===== config.mk =====
export PLATFORM = sky130hd
export DESIGN_NAME = id_ex_stage
export DESIGN_NICKNAME = d
export VERILOG_FILES = /design/src/rtl/id_ex_stage.sv
export SDC_FILE = /design/constraint.sdc
export NUM_CORES = 1
export LEC_CHECK = 0
export CAP_MARGIN = 20
export CORE_MARGIN = 2
export CORE_UTILIZATION = 41
export DETAILED_ROUTE_END_ITERATION = 8
export GPL_ROUTABILITY_DRIVEN = 1
export PLACE_DENSITY = 0.81
export SETUP_SLACK_MARGIN = 0.1
export SLEW_MARGIN = 40
export SYNTH_ARGS = -nofsm -noshare
export SYNTH_HDL_FRONTEND = slang
export SYNTH_SLANG_ARGS = --single-unit

===== constraint.sdc =====
create_clock -name clk -period 2.4 [get_ports clk]
set_clock_uncertainty 0.1 [all_clocks]
set_input_delay 0.36 -clock clk [delete_from_list [all_inputs] [get_ports clk]]
set_output_delay 0.36 -clock clk [all_outputs]
set_load 0.1 [all_outputs]

===== src/rtl/id_ex_stage.sv =====
// ID/EX pipeline register for a 5-stage MIPS pipeline.
// It captures the register file read data, with a write-through bypass for the
// same-cycle WB write. It detects load-use hazards, drives a stall back to
// IF/ID, and forwards EX operands from MEM and WB.
module id_ex_stage #(
    parameter int DW         = 32,
    parameter int CTRL_W     = 8,
    parameter int STALLCNT_W = 16
) (
    input  logic                  clk,
    input  logic                  reset,
    input  logic [4:0]            rs_d,
    input  logic [4:0]            rt_d,
    input  logic [4:0]            rd_d,
    input  logic [DW-1:0]         data1,
    input  logic [DW-1:0]         data2,
    input  logic [DW-1:0]         imm_d,
    input  logic [CTRL_W-1:0]     ctrl_d,
    input  logic                  RegWrite_d,
    input  logic                  MemRead_d,
    input  logic                  flush_d,
    input  logic                  RegWrite_m,
    input  logic [4:0]            writereg_m,
    input  logic [DW-1:0]         aluout_m,
    input  logic                  RegWrite_w,
    input  logic [4:0]            writereg_w,
    input  logic [DW-1:0]         writedate_w,
    output logic                  stall_d,
    output logic                  valid_e,
    output logic [4:0]            rs_e,
    output logic [4:0]            rt_e,
    output logic [4:0]            rd_e,
    output logic [DW-1:0]         srca_e,
    output logic [DW-1:0]         srcb_e,
    output logic [DW-1:0]         imm_e,
    output logic [CTRL_W-1:0]     ctrl_e,
    output logic                  RegWrite_e,
    output logic                  MemRead_e,
    output logic [STALLCNT_W-1:0] stall_cnt
);

    // Registered operand values, before EX forwarding is applied
    logic [DW-1:0] a_e;
    logic [DW-1:0] b_e;
    logic          hazard;
    logic          bubble;
    logic [DW-1:0] a_byp;
    logic [DW-1:0] b_byp;

    // The regfile write lands on the same edge we capture, so its read port still
    // shows the old value. Register 0 never takes a bypass.
    function automatic logic [DW-1:0] wb_bypass(
        input logic [4:0]    r,
        input logic [DW-1:0] rdata,
        input logic          we_w,
        input logic [4:0]    wr_w,
        input logic [DW-1:0] wd_w
    );
        if (we_w && (wr_w == r) && (r != 5'd0))
            return wd_w;
        return rdata;
    endfunction

    // When both MEM and WB write the register, MEM holds the younger producer and wins
    function automatic logic [DW-1:0] ex_forward(
        input logic [4:0]    r,
        input logic [DW-1:0] held,
        input logic          we_m,
        input logic [4:0]    wr_m,
        input logic [DW-1:0] res_m,
        input logic          we_w,
        input logic [4:0]    wr_w,
        input logic [DW-1:0] wd_w
    );
        if (r == 5'd0)
            return '0;
        if (we_m && (wr_m == r))
            return res_m;
        if (we_w && (wr_w == r))
            return wd_w;
        return held;
    endfunction

    // Saturating increment: the counter holds once it reaches all-ones
    function automatic logic [STALLCNT_W-1:0] sat_inc(input logic [STALLCNT_W-1:0] cnt);
        if (&cnt)
            return cnt;
        return cnt + STALLCNT_W'(1);
    endfunction

    // Load-use hazard detection. A flush kills the dependent instruction, so it cancels the stall.
    always_comb begin
        hazard  = valid_e & MemRead_e & (rt_e != 5'd0) & ((rt_e == rs_d) | (rt_e == rt_d));
        stall_d = hazard & ~flush_d;
        bubble  = stall_d | flush_d;
        a_byp   = wb_bypass(rs_d, data1, RegWrite_w, writereg_w, writedate_w);
        b_byp   = wb_bypass(rt_d, data2, RegWrite_w, writereg_w, writedate_w);
    end

    // ID -> EX capture. A bubble clears every field, including the don't-care ones.
    always_ff @(posedge clk) begin
        if (reset || bubble) begin
            valid_e    <= 1'b0;
            RegWrite_e <= 1'b0;
            MemRead_e  <= 1'b0;
            ctrl_e     <= '0;
            rs_e       <= '0;
            rt_e       <= '0;
            rd_e       <= '0;
            imm_e      <= '0;
            a_e        <= '0;
            b_e        <= '0;
        end else begin
            valid_e    <= 1'b1;
            RegWrite_e <= RegWrite_d;
            MemRead_e  <= MemRead_d;
            ctrl_e     <= ctrl_d;
            rs_e       <= rs_d;
            rt_e       <= rt_d;
            rd_e       <= rd_d;
            imm_e      <= imm_d;
            a_e        <= a_byp;
            b_e        <= b_byp;
        end
    end

    // Count load-use stall cycles since reset
    always_ff @(posedge clk) begin
        if (reset)
            stall_cnt <= '0;
        else if (stall_d)
            stall_cnt <= sat_inc(stall_cnt);
    end

    // EX operand forwarding from MEM and WB
    always_comb begin
        srca_e = ex_forward(rs_e, a_e, RegWrite_m, writereg_m, aluout_m,
                            RegWrite_w, writereg_w, writedate_w);
        srcb_e = ex_forward(rt_e, b_e, RegWrite_m, writereg_m, aluout_m,
                            RegWrite_w, writereg_w, writedate_w);
    end

endmodule


# Word-level counts from Yosys, hierarchy flattened

Cells that the tools add are included.

Output and inout port bits: 139
Input bits: 200
Word-level logic and storage cells: 79
Bits in registers: 138

Muxes and demuxes: 35
Reductions and logical operators: 16
Eq/ne operators: 9
Add/sub/neg operators: 1
Bitwise gates (word level): 7

Operator list:

| operator              | count |
|---|---|
| $mux 32               | 16 |
| $eq 5x5->1            | 8 |
| $mux 1                | 18 |
| $add 16x1->16 const B | 1 |
| $mux 16               | 1 |
| $reduce_and 16->1     | 1 |
| $reduce_bool 5->1     | 3 |
| $logic_not 5->1       | 2 |
| $logic_and 1x1->1     | 8 |
| $and 1x1->1           | 4 |
| $ne 2x2->1 const B    | 1 |
| $or 1x1->1            | 2 |
| $reduce_and 2->1      | 1 |
| $logic_or 1x1->1      | 1 |
| $not 1->1             | 1 |

# Logic depth before layout (Yosys ltp)

Word-level depth: 9
Gate-level depth with buffers: 9
Mapped depth without buffers: 6

# Worst setup path after synthesis

Ideal clock, no wire load.

Kind: reg-to-output
Start point: register rt_e[2]
End point: output srcb_e[11]
Path slack: -2440 ps
Cell stages (with the launch flop): 9
Arrival time: 4380 ps
Data required time: 1940 ps
Path buffers: 3
Cells stage by stage: dfxtp_1 -> buf_4 -> xor2_1 -> nor4_1 -> and3_1 -> buf_4 -> buf_4 -> mux2i_1 -> a211oi_1

Cells in the longest elaborated chain, start to end: 8
Elaborated cells between the ends (all ways): 16
Classes of those cells: eq/ne (2); mux (11); reduce/logical (3)

RTL lines:

| element                | RTL line | source |
|---|---|---|
| from (decl)            | 31       | `output logic [4:0] rt_e,` |
| from (signal assigned) | 119      | `rt_e <= rt_d;` |
| $eq 5x5->1             | 79       | `if (we_w && (wr_w == r))` |
| $logic_and 1x1->1      | 79       |  |
| $mux 1 (2 in series)   | 79       |  |
| $mux 1                 | 77       | `if (we_m && (wr_m == r))` |
| $mux 32                | 81       | `return held;` |
| $mux 32                | 79       |  |
| $mux 32 *              | 77       |  |
| to (decl)              | 34       | `output logic [DW-1:0] srcb_e,` |

Mark *: on every way between the ends. The rest lies on a longest branch, timed or not. The select of a mux whose other input is x is not followed.

# Final worst setup path

Start point: register rs_e[3]
End point: output srca_e[30]

Cells in the longest elaborated chain, start to end: 8
Elaborated cells between the ends (all ways): 16
Classes of those cells: eq/ne (2); mux (11); reduce/logical (3)

RTL lines:

| element                | RTL line | source |
|---|---|---|
| from (decl)            | 30       | `output logic [4:0] rs_e,` |
| from (signal assigned) | 118      | `rs_e <= rs_d;` |
| $eq 5x5->1             | 79       |  |
| $logic_and 1x1->1      | 79       |  |
| $mux 1 (2 in series)   | 79       |  |
| $mux 1                 | 77       |  |
| $mux 32                | 81       |  |
| $mux 32                | 79       |  |
| $mux 32 *              | 77       |  |
| to (decl)              | 33       | `output logic [DW-1:0] srca_e,` |

Marks and branches as above.

==> impl_metrics.toml <==
[status]
status = "finished with violations"
failed_checks = "negative setup slack"

[finish]
syn2layout_area_growth_pct = 103
fin_nets = 1318
final_util = 0.852
nFillCells = 752
drive_above_1_share = 0.421

[worst_setup_path]
cpPeakStageDelay_ns = 0.44
crit_top_cell = "buf_12"
crit_type = "reg -> out"
arrival_ns = 2.56
worstSetupPathDepth = 8
r2r_cells = 7
worstReg2RegStart = "stall_cnt[0]"
crit_chain = "xor2_1 -> nor4_1 -> and3_4 -> buf_12 -> buf_16 -> mux2i_4 -> a211oi_4 -> buf_12"
critPathLaunch = "rs_e[3]"
start_kind = "flip-flop"
worst-r2r-setup-slack_ns = 0.21
cp_top_family = "simple AND/OR/NAND/NOR gates"
endpoint_kind = "output port"
cpMaxStageDelayCell = "a211oi_4"
worstPathRequired_ns = 1.94
crit_buf_inv = 3
worstPathMaxFanout = 5
r2r-end = "stall_cnt[2]"
endpoint = "srca_e[30]"

[yosys]
synth_top_cell_area_share = 0.399
synthesis.instances = 731
netlist_top_cells_area = "dfxtp_1, mux2i_1, nor2_1"
synthMostInstantiatedCell = "nor2_1"
yosys_warnings = 0
synth_edf_count = 0
synth_area_per_cell_um2 = 9.47
ys_async_sr_fraction = 0
synth.largest_area_cell = "dfxtp_1"
synth.distinct_cells = 43
synth_flop_cell = "dfxtp_1"
syn_area_um2 = 6920
ys_ff_latch = 138
synth.net_count = 932
seq_area_frac_synth = 0.399
synth_common_cells = "nor2_1, dfxtp_1, mux2i_1"

[power]
total_power_mw = 7.23
p_int_mw = 4.79
p_sw_mw = 2.44
switching_share = 0.337
pwr-share-clk = 0.362
seqPwrFrac = 0.334
p_leak_nw = 5.63
pwr-share-comb = 0.304
ir_worst_vdd_mv = 0.525
pwr_density_cell_nw_per_um2 = 514

[clock_network]
clkSinkCount = 138
clock_path_buffers = 2
clk_latency_ns = 0.42
clk_pin_slew_ns = 0.06
cts_made_buffers = 17
hold_buffers = 0
cts-htree-levels = 4
clock-root-buffer = "clkbuf_16"
cts_tree = "yes"

[floorplan]
core_area_um2 = 16500
die-area_um2 = 17900
rows = 47
start_util = 0.419
die_x_um = 134
pin_count = 339
dieHeight_um = 134

[timing]
fin_crit_sh = 1.26
setup_violations = 65
drv_slew = 0
grt_setup_unrepaired = "true"
fmax_mhz = 331
relSlewSlack = 0.713
fin_setup_tns_ns = -31.28
fin_ws_ns = -0.624
finalHoldViolations = 0
min_period_ns = 3.02
worstMarginPinSlew_ns = 0.429

[global_route]
antenna_found_initial = 3
gr-total-overflow = 0
grt_max_degree = 65
track_usage = 0.309
grt_pass1_wl_um = 42500
grt_pass1_vias = 7710

[placed_design]
dp_hpwl_um = 18900
place.port_buffers = 338
gp_congestion = 0.858
dp_slack_ns = -0.645

[drt]
viasPerCell = 5.58
routed_wl_um = 31800
route.detailed.drc = 0
antenna_left = 0
wl_per_cell_um = 23.5
first_pass_iters = 7
drtIter0Drc = 425
dr_total_vias = 7541

[hold_path]
hp-class = "reg -> reg"

[run]
cap_violations = 0
==> metrics by stage <==
step	instances	instance area (um2)	hold slack, ns
floorplan	731	8100	0.381
global placement	1287	12400	0.370
detailed placement	1287	12400	0.373
CTS	1338	13700	0.382
global route	1352	14100	0.398
finish	1352	14100	0.383
==> worst min-delay path by stage <==
stage | startpoint | cells past startpoint | end | slack, ns
floorplan | rs_d[0] | 1 | rs_e[0] | 0.38
global placement | stall_cnt[15] | 2 | stall_cnt[15] | 0.37
detailed placement | stall_cnt[15] | 2 | stall_cnt[15] | 0.37
CTS | stall_cnt[15] | 2 | stall_cnt[15] | 0.38
global route | ctrl_d[1] | 2 | ctrl_e[1] | 0.40
finish | stall_cnt[15] | 2 | stall_cnt[15] | 0.38
==> tightest hold or removal path, delay by kind of cell, from the launching register on <==
kind / cells / cell delay [ns]
flops: 1 / 0.33
compound gates: 2 / 0.12
==> state kept, by name, summed over array words and instances, names as in the netlist <==
signal and flops:
rt_e 5, a_e 32, MemRead_e 1, b_e 32, stall_cnt 16, rd_e 5, valid_e 1, RegWrite_e 1
ctrl_e 8, rs_e 5, imm_e 32
==> power groups by stage <==
stage | Clock (mW) | Sequential [mW] | Combinational, mW
floorplan | 0 | 2.73 | 0.919
global placement | 0 | 2.45 | 2.03
detailed placement | 0 | 2.45 | 2.05
CTS | 2.65 | 2.41 | 2.12
global route | 2.75 | 2.42 | 2.26
finish | 2.62 | 2.41 | 2.20
==> repair_timing <==
item / in CTS / in global routing
endpoints found under the setup margin: 65 / 129
resized for setup: 82 / 42
pin swaps: 26 / 33
hold endpoints to repair: 0 / 0
cloned: 9 / 9
buffers inserted: 10 / 4
==> kinds of logic (layout without fill, tap and decap cells) <==
| logic type | Yosys count | count (layout) | synth area share |
|---|---|---|---|
| compound gates | 87 | 87 | 0.0947 |
| xor+xnor | 38 | 38 | 0.0481 |
| fa+ha+maj | 1 | 1 | 0.00181 |
| buf+inv | 64 | 462 | 0.0604 |
| flops | 138 | 138 | 0.399 |
| mux | 138 | 138 | 0.204 |
| other cells | 0 | 2 | 0 |
| simple gates | 265 | 266 | 0.192 |
==> layout make-up <==
class,instances,area (um2),area share
Timing Repair Buffer,427,5170,0.367
Multi-Input combinational cell,530,5190,0.369
Antenna cell,2,5.00,0.000355
Sequential cell,138,2840,0.201
Clock buffer,19,464,0.0330
Inverter,3,11.3,0.000800
Clock inverter,13,129,0.00915
Tap cell,220,275,0.0195
==> cell usage in the layout, fill, tap and decap left out, types with 5 or more instances in the layout <==
cell type        instances
a211oi_4                64
a21oi_1                  7
and2_1                  59
buf_12                  91
buf_16                   8
buf_4                  109
buf_6                   10
clkbuf_16               24
clkdlybuf4s50_1        191
dfxtp_1                110
dfxtp_2                 13
dfxtp_4                 15
dlygate4sd2_1            7
inv_6                    5
mux2_4                   5
mux2i_1                 69
mux2i_2                 39
mux2i_4                 22
nand3_1                  8
nor2_1                 112
nor2_2                  27
nor2b_1                  8
nor3_1                   7
nor4_2                   6
or4_1                    7
xnor2_1                  5
xor2_1                  31
==> routing by layer <==
metal  global-route usage  up-vias  wire length [um]
met5                    0        -                13
met4                0.184        2              2180
met3               0.0813      141              2720
met2                0.562      482             16000
met1                0.319     3640             10900
li1                     -     3276                 -
Power figures use the tool's default switching activity.
